--- src/rtl/contador_ascendente_n.sv ---
// -----------------------------------------------------------------------------
// contador_ascendente_n
//
// Programmable up-counting timer. A start request captures the terminal value
// from `limite` and counts 0,1,...,limite_q, one step per clock. On reaching
// the terminal count it emits a one-cycle `fin` pulse and either stops (DONE)
// or, with `auto_recarga`, wraps to 0 and keeps running while a saturating
// wrap counter records how many times that happened.
//
// Ports:
//   clk          system clock, rising edge
//   rst          synchronous, active-high reset
//   limite       terminal count value, captured only when start is accepted
//   start        start / restart request (accepted in any state)
//   pause        level; holds the count while high (only acts in RUN)
//   clear        synchronous return to IDLE
//   auto_recarga 1 = wrap to 0 at terminal count and continue, 0 = stop
//   contador     current count
//   activo       high in RUN or PAUSE
//   fin          one-cycle pulse when the terminal count is reached
//   vueltas      number of auto-reload wraps, saturating at all-ones
//   estado       IDLE=00, RUN=01, PAUSE=10, DONE=11
//
// Control priority at each edge: rst > clear > start > pause > counting.
// -----------------------------------------------------------------------------
module contador_ascendente_n #(
  parameter int N         = 4,
  parameter int W_VUELTAS = 8
) (
  input  logic                 clk,
  input  logic                 rst,
  input  logic [N-1:0]         limite,
  input  logic                 start,
  input  logic                 pause,
  input  logic                 clear,
  input  logic                 auto_recarga,
  output logic [N-1:0]         contador,
  output logic                 activo,
  output logic                 fin,
  output logic [W_VUELTAS-1:0] vueltas,
  output logic [1:0]           estado
);

  localparam logic [1:0] IDLE  = 2'b00;
  localparam logic [1:0] RUN   = 2'b01;
  localparam logic [1:0] PAUSE = 2'b10;
  localparam logic [1:0] DONE  = 2'b11;

  logic [1:0]   state;
  logic [N-1:0] limite_q;

  // The state encoding is the external estado code, so both outputs are a
  // direct read / trivial decode of the state register.
  assign estado = state;
  assign activo = (state == RUN) || (state == PAUSE);

  // NOTE: all state lives in one clocked block using non-blocking assignments;
  // the unconditional `fin <= 1'b0` first gives the pulse its default and any
  // later assignment in the same edge overrides it.
  always_ff @(posedge clk) begin
    fin <= 1'b0;
    if (rst) begin
      state    <= IDLE;
      contador <= '0;
      vueltas  <= '0;
      limite_q <= '0;
    end else if (clear) begin
      state    <= IDLE;
      contador <= '0;
      vueltas  <= '0;
    end else if (start) begin
      limite_q <= limite;
      contador <= '0;
      vueltas  <= '0;
      if (limite == '0) begin
        // Zero-length run: terminal count is reached immediately.
        state <= DONE;
        fin   <= 1'b1;
      end else begin
        state <= RUN;
      end
    end else begin
      case (state)
        IDLE: begin
          contador <= '0;
        end

        RUN: begin
          if (pause) begin
            state <= PAUSE;
          end else if (contador == limite_q) begin
            fin <= 1'b1;
            // auto_recarga only matters on this edge.
            if (auto_recarga) begin
              contador <= '0;
              if (vueltas != '1) begin
                vueltas <= vueltas + 1'b1;
              end
            end else begin
              state <= DONE;
            end
          end else begin
            // contador < limite_q here, so the increment cannot overflow N bits.
            contador <= contador + 1'b1;
          end
        end

        PAUSE: begin
          // Leaving PAUSE costs one edge; counting resumes on the next one.
          if (!pause) begin
            state <= RUN;
          end
        end

        default: begin
          // DONE: hold limite_q on contador until start/clear/rst.
          contador <= limite_q;
        end
      endcase
    end
  end

endmodule

--- config.mk ---
export PLATFORM = sky130hd
export DESIGN_NAME = contador_ascendente_n
export DESIGN_NICKNAME = d
export VERILOG_FILES = /design/src/rtl/contador_ascendente_n.sv
export SDC_FILE = /design/constraint.sdc
export NUM_CORES = 1
export LEC_CHECK = 0
export CAP_MARGIN = 25
export CORE_ASPECT_RATIO = 1.1
export CORE_UTILIZATION = 50
export CTS_CLUSTER_DIAMETER = 100
export CTS_CLUSTER_SIZE = 16
export DETAILED_ROUTE_END_ITERATION = 7
export DONT_BUFFER_PORTS = 1
export GPL_TIMING_DRIVEN = 0
export PLACE_DENSITY = 0.73
export SETUP_SLACK_MARGIN = 0.4
export SYNTH_ARGS = -nofsm -noshare
export SYNTH_HDL_FRONTEND = slang
export SYNTH_SLANG_ARGS = --single-unit
--- constraint.sdc ---
create_clock -name clk -period 2.4 [get_ports clk]
set_clock_uncertainty 0.15 [all_clocks]
set_input_delay 0.48 -clock clk [delete_from_list [all_inputs] [get_ports clk]]
set_output_delay 0.48 -clock clk [all_outputs]
set_load 0.1 [all_outputs]
Word-level counts from Yosys, hierarchy flattened
Cells that the tools add are included.
{ "totals": {"out_inout_bits": 16, "mem_bits_rw": 0, "elab_cells": 45, "mem_count": 0, "latch_bits": 0, "reg_bits": 19, "romBits": 0} }
{ "op_classes": {"n_addsub": 2, "muxes": 16, "mul": 0, "bitwise": 3, "n_lt_le_gt_ge": 0, "n_reduce_logical": 10, "shift": 0, "div": 0, "n_eq_ne": 9} }
{ "op_table": {"columns": ["op", "n"], "rows": [
  ["$mux W2", 6],
  ["$mux W4", 3],
  ["$pmux W4 S3", 1],
  ["$add A8 B1 Y8 const B", 1],
  ["$ne A8 B8 Y1 const B", 1],
  ["$ne A3 B3 Y1 const B", 2],
  ["$mux W1", 5],
  ["$reduce_and A5 Y1", 1],
  ["$add A4 B1 Y4 const B", 1],
  ["$eq A4 B4 Y1", 1],
  ["$logic_not A4 Y1", 1],
  ["$ne A4 B3 Y1 const B", 1],
  ["$ne A4 B4 Y1 const B", 1],
  ["$pmux W2 S2", 1],
  ["$reduce_and A4 Y1", 1],
  ["$not A1 Y1", 3],
  ["$reduce_and A3 Y1", 1],
  ["$reduce_bool A3 Y1", 1],
  ["$reduce_or A3 Y1", 1],
  ["$eq A2 B1 Y1 const B", 1],
  ["$eq A2 B2 Y1 const B", 1],
  ["$logic_not A2 Y1", 1],
  ["$ne A2 B2 Y1 const B", 1],
  ["$reduce_and A2 Y1", 1],
  ["2 further kinds", 2]
]} }

Logic depth before layout (Yosys ltp)
Gate-level depths: netlist (run 1).
{ "logic_depth": {"ltp_word": 5, "depth_mapped": 8} }

Worst setup path before layout (run 1)
OpenSTA, ideal clock, no wires.
{ "synth_timing": {"kind": "reg2out", "startpoint": "register state[0] (netlist: estado[0])", "endpoint": "output port activo", "stages_incl_launch_ff": 3, "t_required_ns": 1.770, "arrival_time_ns": 2.026, "setup_slack_ns": -0.256, "path_cell_list": "dfxtp_1 -> inv_1 -> ha_1"} }
{ "synth_via": {"elab_chain_cells": 2, "elab_cells_between_ends": 3} }
{ "synth_rtl": {"columns": ["item", "line_no", "source"], "rows": [
  ["from (decl)", "49", "logic [1:0] state;"],
  ["from (signal assigned)", "63", "state <= IDLE;"],
  ["from (signal assigned)", "68", "state <= IDLE;"],
  ["from (signal assigned)", "77", "state <= DONE;"],
  ["$eq A2 B1 Y1 or $eq A2 B2 Y1 (tied branches)", "55", "assign activo = (state == RUN) || (state == PAUSE);"],
  ["$logic_or A1 B1 Y1 *", "55", null],
  ["to (decl)", "38", "output logic activo,"]
]} }
Mark *: on every way between the ends. The rest lies on a longest branch, timed or not.

Worst setup path in the final report (run 1)
{ "layout_timing": {"startpoint": "register state[0] (netlist: estado[0])", "endpoint": "register vueltas[5]"} }
{ "layout_via": {"elab_chain_cells": 2} }
{ "layout_rtl": {"columns": ["item", "line_no", "source"], "rows": [
  ["$eq A2 B1 Y1", "83", "case (state)"],
  ["$reduce_and A5 Y1 (no line)", null, null],
  ["to (signal assigned)", "97", "vueltas <= vueltas + 1'b1;"],
  ["to (decl)", "40", "output logic [W_VUELTAS-1:0] vueltas,"]
]} }
Every way passes these cells.
A chain may end at the register's enable or synchronous reset.

==> impl_metrics.toml, run 1 <==
[status]
status = "finished clean"

[floorplan]
die_h_microns = 50.1
floorplan.io_pins = 26
die_x_microns = 45.7
coreArea_sq_mm = 0.00200
start_util = 0.525
die_area_sq_mm = 0.00229
num_rows = 17

[placed_design]
dp_cells = 150
place.gp.congestion = 0.870
place_ws_ns = 0.207
dp_hpwl_mm = 1.61
place.port_buffers = 0
placed_area_sq_mm = 0.00112

[grt]
grt_usage = 0.210
grt-ovfl-total = 0
antenna_found_initial = 0
grt_pass1_wl_mm = 3.56
grt_pass1_vias = 865
grt_max_degree = 11

[finish]
final_cell_count_no_fill = 164
drive_above_1_share = 0.382
design_area_sq_mm = 0.00140
fillCellCount = 151
antennaDiodeCount = 0
syn2layout_area_growth_pct = 33.6
fin_util = 0.702
layout.nets = 152
multi_input_area_sq_um = 771
seq_area_sq_um = 433

[timing]
drv_slew = 0
final_hold_viol_count = 0
worst_slack_ns = 0.349
timing.final.crit_share = 0.855
fin_crit_ns = 2.05
worst_slew_pin_slew_ns = 0.926
fmaxAchievable_mhz = 487
fin_setup_tns_ns = 0
finalSetupViolCount = 0
rsz0062_at_grt = "yes"
relSlewSlack = 0.382
holdWs_ns = 0.0968

[worst_setup_path]
critPathCaptureType = "flip-flop"
required_ns = 2.43
arrival_ns = 2.08
r2r_start = "estado[0]"
crit_type = "reg -> reg"
cp_max_fo = 5
cp_slowest_cell = "dfxtp_4"
cp_slowest_stage_delay_ns = 0.59
start_kind = "flip-flop"
cp_cell_sequence = "ha_4 > buf_6 > nor2b_4 > o211ai_1 > buf_4 > nor4_4 > xnor2_1 > nor2_1"
startpoint = "estado[0]"

[synth]
ys_ff_latch = 19
synth_nets = 137
yosysTopAreaCellShare = 0.362
syn-instance-count = 122
yosysTopAreaCell = "dfxtp_1"
synth.area.top_cells = "dfxtp_1 36%, xnor2_1 8.3%, nor2_1 7.5%"
synth_area_sq_mm = 0.00105
yosysWarnings = 0
synth.avg_cell_area_sq_um = 8.60
async_flop_share = 0
seq_area_frac_synth = 0.362
synth_commonest_cells = "21 x nor2_1, 19 x dfxtp_1, 10 x xnor2_1"
synth.most_common_cell = "nor2_1"
synth_edf_count = 0
synth.distinct_cells = 35
synthFlopType = "dfxtp_1"

[drt]
drt-total-wl_mm = 2.48
drt-pass1-iter-count = 4
avgRoutedWirePerCell_microns = 15.1
route.vias.total = 949
vias_per_cell = 5.79
ant_nets = 0
drt_drc_violations_left = 0
drt_iter0_drc = 25

[clock_network]
clock_path_buffers = 2
htreeDepth = 1
clk_pin_slew_ns = 0.11
cts_made_buffers = 3
cts_tree = "built"
hold_buffers = 0
cts.sinks = 19
cts_root_buf = "clkbuf_4"
clock_latency_ns = 0.29

[power]
p_leak_nw = 0.477
p_comb_frac = 0.183
power_frac_seq = 0.548
p_int_mw = 0.417
swShare = 0.313
totalPowerFinal_mw = 0.606
power_frac_clock = 0.269
irDropWorstVdd_uv = 396
switching_power_mw = 0.190
p_per_area_mw_per_mm2 = 432

[hold_path]
worstHoldStart = "rst"
min_path_type = "in -> reg"

[flow_run]
maxCapViolations = 0
flip-flops by register name, summed over array words and instances, names as in the netlist:
register / flops
estado: 2
limite_q: 4
contador: 4
vueltas: 8
fin: 1
power by group through the flow:
stage,Clock [mW],Sequential [mW],Combinational [mW]
final,0.163,0.332,0.111
after global routing,0.179,0.333,0.120
after CTS,0.161,0.338,0.0876
after detailed placement,0,0.348,0.0782
after global placement,0,0.347,0.0763
after floorplan,0,0.346,0.0659
cell type report:
class	count	share of cell area
sequential	19	0.309
inverter	8	0.0250
timing repair buffer	10	0.0544
buffer	3	0.0187
tap	28	0.0250
clock buffer	4	0.0187
multi-input combinational	92	0.550
path summary, 6_finish.rpt:
path	cells after the start	to	slack (ns)
max	8	vueltas[5]	0.35
min	1	limite_q[1]	0.1
max reg2reg	8	vueltas[5]	0.35
min reg2reg	2	limite_q[1]	0.42
cells by family after synthesis:
logic type	share of synthesized area
simple gates	0.219
fa+ha+maj	0.0596
compound gates	0.147
xor+xnor	0.107
flops	0.362
buf+inv	0.0477
mux	0.0572
worst max-delay path, delay by kind of cell (launching register included):
| family | cells | cell delay [ns] |
|---|---|---|
| AO/OA/AOI/OAI | 1 | 0.14 |
| adder cells (fa/ha/maj) | 1 | 0.19 |
| AND/OR/NAND/NOR | 3 | 0.44 |
| flip-flops | 1 | 0.59 |
| XOR/XNOR | 1 | 0.15 |
| buffers and inverters | 2 | 0.27 |
routing by layer:
metal,up-vias,global-route usage,wire (microns),part of all wire
met5,-,0,0,0
met4,0,0.0784,33,0.013
met3,4,0.0586,127,0.051
met2,28,0.340,1240,0.50
met1,452,0.257,1080,0.43
li1,465,-,-,-
timing repair:
action	in CTS	in global routing
gates resized for setup	16	25
endpoints found under the setup margin	11	11
hold endpoints to repair	0	0
buffers inserted	3	6
gates cloned	0	1
pin swaps	5	8
cells in the final DEF, fill, tap and decap left out, types with 3 or more instances in the layout:
master / Yosys / final
xnor2_1: 10 / 7
nor2_1: 21 / 19
clkbuf_4: 0 / 3
nand2_1: 6 / 6
buf_4: 0 / 8
xnor2_2: 1 / 4
nand3_1: 5 / 5
buf_6: 1 / 3
mux2i_1: 6 / 6
dfxtp_1: 19 / 5
inv_1: 8 / 6
dfxtp_4: 0 / 14
a21oi_1: 5 / 5
ha_4: 0 / 3
(Power assumes the default switching activity.)
==> inputs of run 2 (changes only) <==
CAP_MARGIN = 20   (was 25)
SETUP_SLACK_MARGIN = 0.5   (was 0.4)
clock period = 2.41 ns   (was 2.4 ns; I/O delays follow)
==> impl_metrics.toml, run 2 (synthesis gave the netlist of run 1 again) <==
[worst_setup_path]
start_kind = "flip-flop"
required_ns = 1.78
cp_cell_sequence = "inv_4 > ha_4"
cp_slowest_cell = "dfxtp_4"
reg2reg_setup_slack_ns = 0.44
worst-r2r-cell-count = 7
crit_type = "reg -> out"
r2r_start = "estado[0]"
cp_slowest_stage_delay_ns = 0.57
arrival_ns = 1.41
cp_max_fo = 3
r2r-end = "vueltas[7]"
critPathCaptureType = "output port"

[grt]
grt-ovfl-total = 0
grt_max_degree = 11
grt_pass1_vias = 919
antenna_found_initial = 0
grt_pass1_wl_mm = 3.94
grt_usage = 0.233

[clock_network]
clock_latency_ns = 0.29
clock_path_buffers = 2
hold_buffers = 0
clk_pin_slew_ns = 0.10
htreeDepth = 1
cts_tree = "built"
cts.sinks = 19
cts_made_buffers = 3
cts_root_buf = "clkbuf_4"

[power]
p_comb_frac = 0.200
p_leak_nw = 0.481
power_frac_seq = 0.540
power_frac_clock = 0.260
p_int_mw = 0.424
swShare = 0.311
switching_power_mw = 0.191
p_per_area_mw_per_mm2 = 431
irDropWorstVdd_uv = 432

[finish]
antennaDiodeCount = 0
top_regs = "vueltas: 8 flops, contador: 4 flops, limite_q: 4 flops"
regMostFlops = "vueltas"
syn2layout_area_growth_pct = 36.2
layout_common_cells = "20 x nor2_1, 13 x dfxtp_4"
final_common_cell = "nor2_1"
largest_register_ffs = 8
layout.nets = 149
drive_above_1_share = 0.383
design_area_sq_mm = 0.00143

[status]
status = "finished clean"

[drt]
drt_drc_violations_left = 0
vias_per_cell = 5.99
avgRoutedWirePerCell_microns = 15.5
drt-pass1-iter-count = 4
ant_nets = 0
drt-total-wl_mm = 2.50
drt_iter0_drc = 43
route.vias.total = 965

[hold_path]
min_to = "limite_q[3]"
min_path_type = "in -> reg"
holdPathStages = 1
worstHoldStart = "rst"

[floorplan]
coreArea_sq_mm = 0.00200
die_area_sq_mm = 0.00229
die_x_microns = 45.7
num_rows = 17
floorplan.io_pins = 26
start_util = 0.525
die_h_microns = 50.1

[timing]
finalSetupViolCount = 0
final_hold_viol_count = 0
rsz0062_at_grt = "yes"
drv_slew = 0
fin_setup_tns_ns = 0
worst_slew_pin_slew_ns = 0.925
relSlewSlack = 0.382
timing.final.crit_share = 0.849
fin_crit_ns = 2.05
holdWs_ns = 0.0916
worst_slack_ns = 0.363
fmaxAchievable_mhz = 489

[placed_design]
place_ws_ns = 0.291
place.gp.congestion = 0.862
place.port_buffers = 0
placed_area_sq_mm = 0.00116
dp_hpwl_mm = 1.55

[flow_run]
maxCapViolations = 0
## run 2: worst max-delay path by stage
stage,slack [ns],end,cells past startpoint,start
floorplan,0.45,vueltas[5],7,estado[0]
global placement,0.31,vueltas[5],7,estado[0]
detailed placement,0.29,vueltas[5],7,estado[0]
CTS,0.36,activo,2,estado[0]
global route,0.33,activo,2,estado[0]
finish,0.36,activo,2,estado[1]
## run 2: area by class of cell
cell class	count	area (sq um)
clock buffers	4	26.3
repair buffers	7	63.8
fillers	156	569
plain buffers	3	26.3
flip-flops and latches	19	430
multi-input cells	92	813
inverters	8	35.0
well taps	28	35.0
## run 2: metrics by stage
stage,power [mW],util,cells
finish,0.616,0.715,161
global route,0.641,0.715,161
detailed placement,0.426,0.581,150
global placement,0.425,0.581,150
floorplan,0.412,-,122
CTS,0.604,0.665,159
## run 2: metal layers
layer / vias up / GRT usage / wire length (microns)
met5: - / 0 / 0
met1: 461 / 0.314 / 1070
li1: 460 / - / -
met3: 7 / 0.0330 / 138
met2: 37 / 0.367 / 1250
met4: 0 / 0.0882 / 42
## run 2: critical path, delay by kind of cell, from the launching register on
kind       cells  cell delay [ns]
buf+inv        1             0.09
flops          1             0.57
fa+ha+maj      1             0.46
## run 2: power groups by stage
stage	Sequential [mW]	Combinational, mW	Clock, mW
5_1_grt	0.334	0.131	0.176
2_1_floorplan	0.342	0.0707	0
4_1_cts	0.333	0.104	0.167
3_3_place_gp	0.343	0.0815	0
6_report	0.333	0.123	0.160
3_5_place_dp	0.343	0.0825	0
## run 2: what timing repair did
action | CTS | global route
hold endpoints to repair | 0 | 0
pin swaps | 7 | 7
setup endpoints to repair | 11 | 14
gates cloned | 1 | 0
setup buffers | 4 | 2
gates resized for setup | 23 | 15
==> inputs of run 3 (changes only) <==
clock period = 2.04 ns   (was 2.41 ns; I/O delays follow)
==> impl_metrics.toml, run 3 (synthesis gave the netlist of run 1 again) <==
[status]
status = "finished, violations left"
violations = "setup timing"

[grt]
grt_pass1_wl_mm = 4.13
grt_max_degree = 11
grt_usage = 0.252
global_route.usage.met1 = 0.296
met3_usage = 0.0586
grt-ovfl-total = 0
grt-busiest-layer = "met2"
grt_util_met2 = 0.410
grt_pass1_vias = 925
antenna_found_initial = 0

[floorplan]
num_rows = 17
start_util = 0.525
floorplan.io_pins = 26
die_area_sq_mm = 0.00229
die_h_microns = 50.1
die_x_microns = 45.7
coreArea_sq_mm = 0.00200

[drt]
vias_per_cell = 5.94
avgRoutedWirePerCell_microns = 18.2
drt_drc_violations_left = 0
route.vias.total = 1045
drt-pass1-iter-count = 4
ant_nets = 0
drt-total-wl_mm = 3.20
drt_iter0_drc = 20

[clock_network]
clock_latency_ns = 0.30
clock_path_buffers = 2
hold_buffers = 0
cts_made_buffers = 3
cts_tree = "built"
cts.sinks = 19
cts_root_buf = "clkbuf_4"
htreeDepth = 1
clk_pin_slew_ns = 0.11

[power]
p_leak_nw = 0.573
p_per_area_mw_per_mm2 = 499
totalPowerFinal_mw = 0.809
irDropWorstVdd_uv = 465

[timing]
worst_slack_ns = -0.129
relSlewSlack = 0.668
finalSetupViolCount = 5
timing.final.crit_share = 1.06
drv_slew = 0
worst_slew_pin_slew_ns = 0.499
holdWs_ns = 0.0183
fmaxAchievable_mhz = 461
rsz0062_at_grt = "yes"
fin_crit_ns = 2.17
final_hold_viol_count = 0

[finish]
design_area_sq_mm = 0.00162
layout.nets = 164
layout_common_cells = "16 x nor2_1, 16 x buf_4, 14 x dfxtp_4, 7 x buf_6, 7 x xnor2_1"
largest_register_ffs = 8
antennaDiodeCount = 0
top_regs = "vueltas: 8 flops, contador: 4 flops, limite_q: 4 flops"
syn2layout_area_growth_pct = 54.5
regMostFlops = "vueltas"
drive_above_1_share = 0.527
fin_util = 0.811

[flow_run]
maxCapViolations = 0

[worst_setup_path]
cp_max_fo = 4
r2r-end = "vueltas[7]"
arrival_ns = 2.20
critPathCaptureType = "flip-flop"
r2r_start = "vueltas[0]"
start_kind = "flip-flop"
crit_type = "reg -> reg"
reg2reg_setup_slack_ns = -0.13
worst-r2r-cell-count = 7
required_ns = 2.07

[placed_design]
place.gp.congestion = 0.839
placed_area_sq_mm = 0.00120
place_ws_ns = -0.0624
dp_hpwl_mm = 1.60
place.port_buffers = 0

[hold_path]
worstHoldStart = "rst"
holdPathStages = 1
min_to = "limite_q[3]"
min_path_type = "in -> reg"
[run 3: changes by cell type in the layout (fill, tap and decap cells not counted), moves of 2 or more]
cell,previous run,this run
a21oi_2,0,2
a32oi_1,2,0
a32oi_2,0,2
buf_4,4,16
buf_6,5,7
nor2_1,20,16
nor2_2,0,3
[run 3: critical path, cell delays in order (launching register included)]
cell,delay [ns]
dfxtp_4,0.58
ha_4,0.21
nand3_1,0.10
o211ai_1,0.45
buf_4,0.23
nor4_4,0.04
xnor2_1,0.21
nor2_1,0.07
[run 3: per-layer routing]
| layer | vias up | routed length [microns] |
|---|---|---|
| met1 | 510 | 1240 |
| met3 | 12 | 135 |
| met2 | 35 | 1700 |
| met4 | 0 | 119 |
| li1 | 488 | - |
| met5 | - | 0 |
[run 3: worst max path at each step]
stage / startpoint / to / slack [ns]
floorplan: estado[0] / vueltas[5] / 0.09
global placement: estado[0] / vueltas[5] / -0.06
detailed placement: estado[0] / vueltas[5] / -0.06
CTS: estado[1] / activo / 0.07
global route: vueltas[0] / vueltas[7] / -0.15
finish: vueltas[0] / vueltas[7] / -0.13
[run 3: stage by stage]
| stage | TNS (ns) | std cells |
|---|---|---|
| final | -0.322 | 176 |
| after global routing | -0.759 | 176 |
| after CTS | 0 | 164 |
| after detailed placement | -0.0624 | 150 |
| after global placement | -0.0605 | 150 |
| after floorplan | 0 | 122 |
[run 3: layout make-up]
cell class | count | area (sq um)
tap | 28 | 35.0
sequential | 19 | 434
multi-input combinational | 92 | 866
buffer | 3 | 35.0
timing repair buffer | 22 | 188
clock buffer | 4 | 26.3
fill | 121 | 378
inverter | 8 | 37.5
[run 3: power by group]
part           internal (mW)  switching (mW)
Combinational          0.114           0.111
Clock                 0.0762           0.115
Sequential             0.361          0.0316
[run 3: what timing repair did]
item	4_1_cts	5_1_grt
pin swaps	18	11
setup endpoints to repair	19	16
setup buffers	10	12
resized for setup	28	22
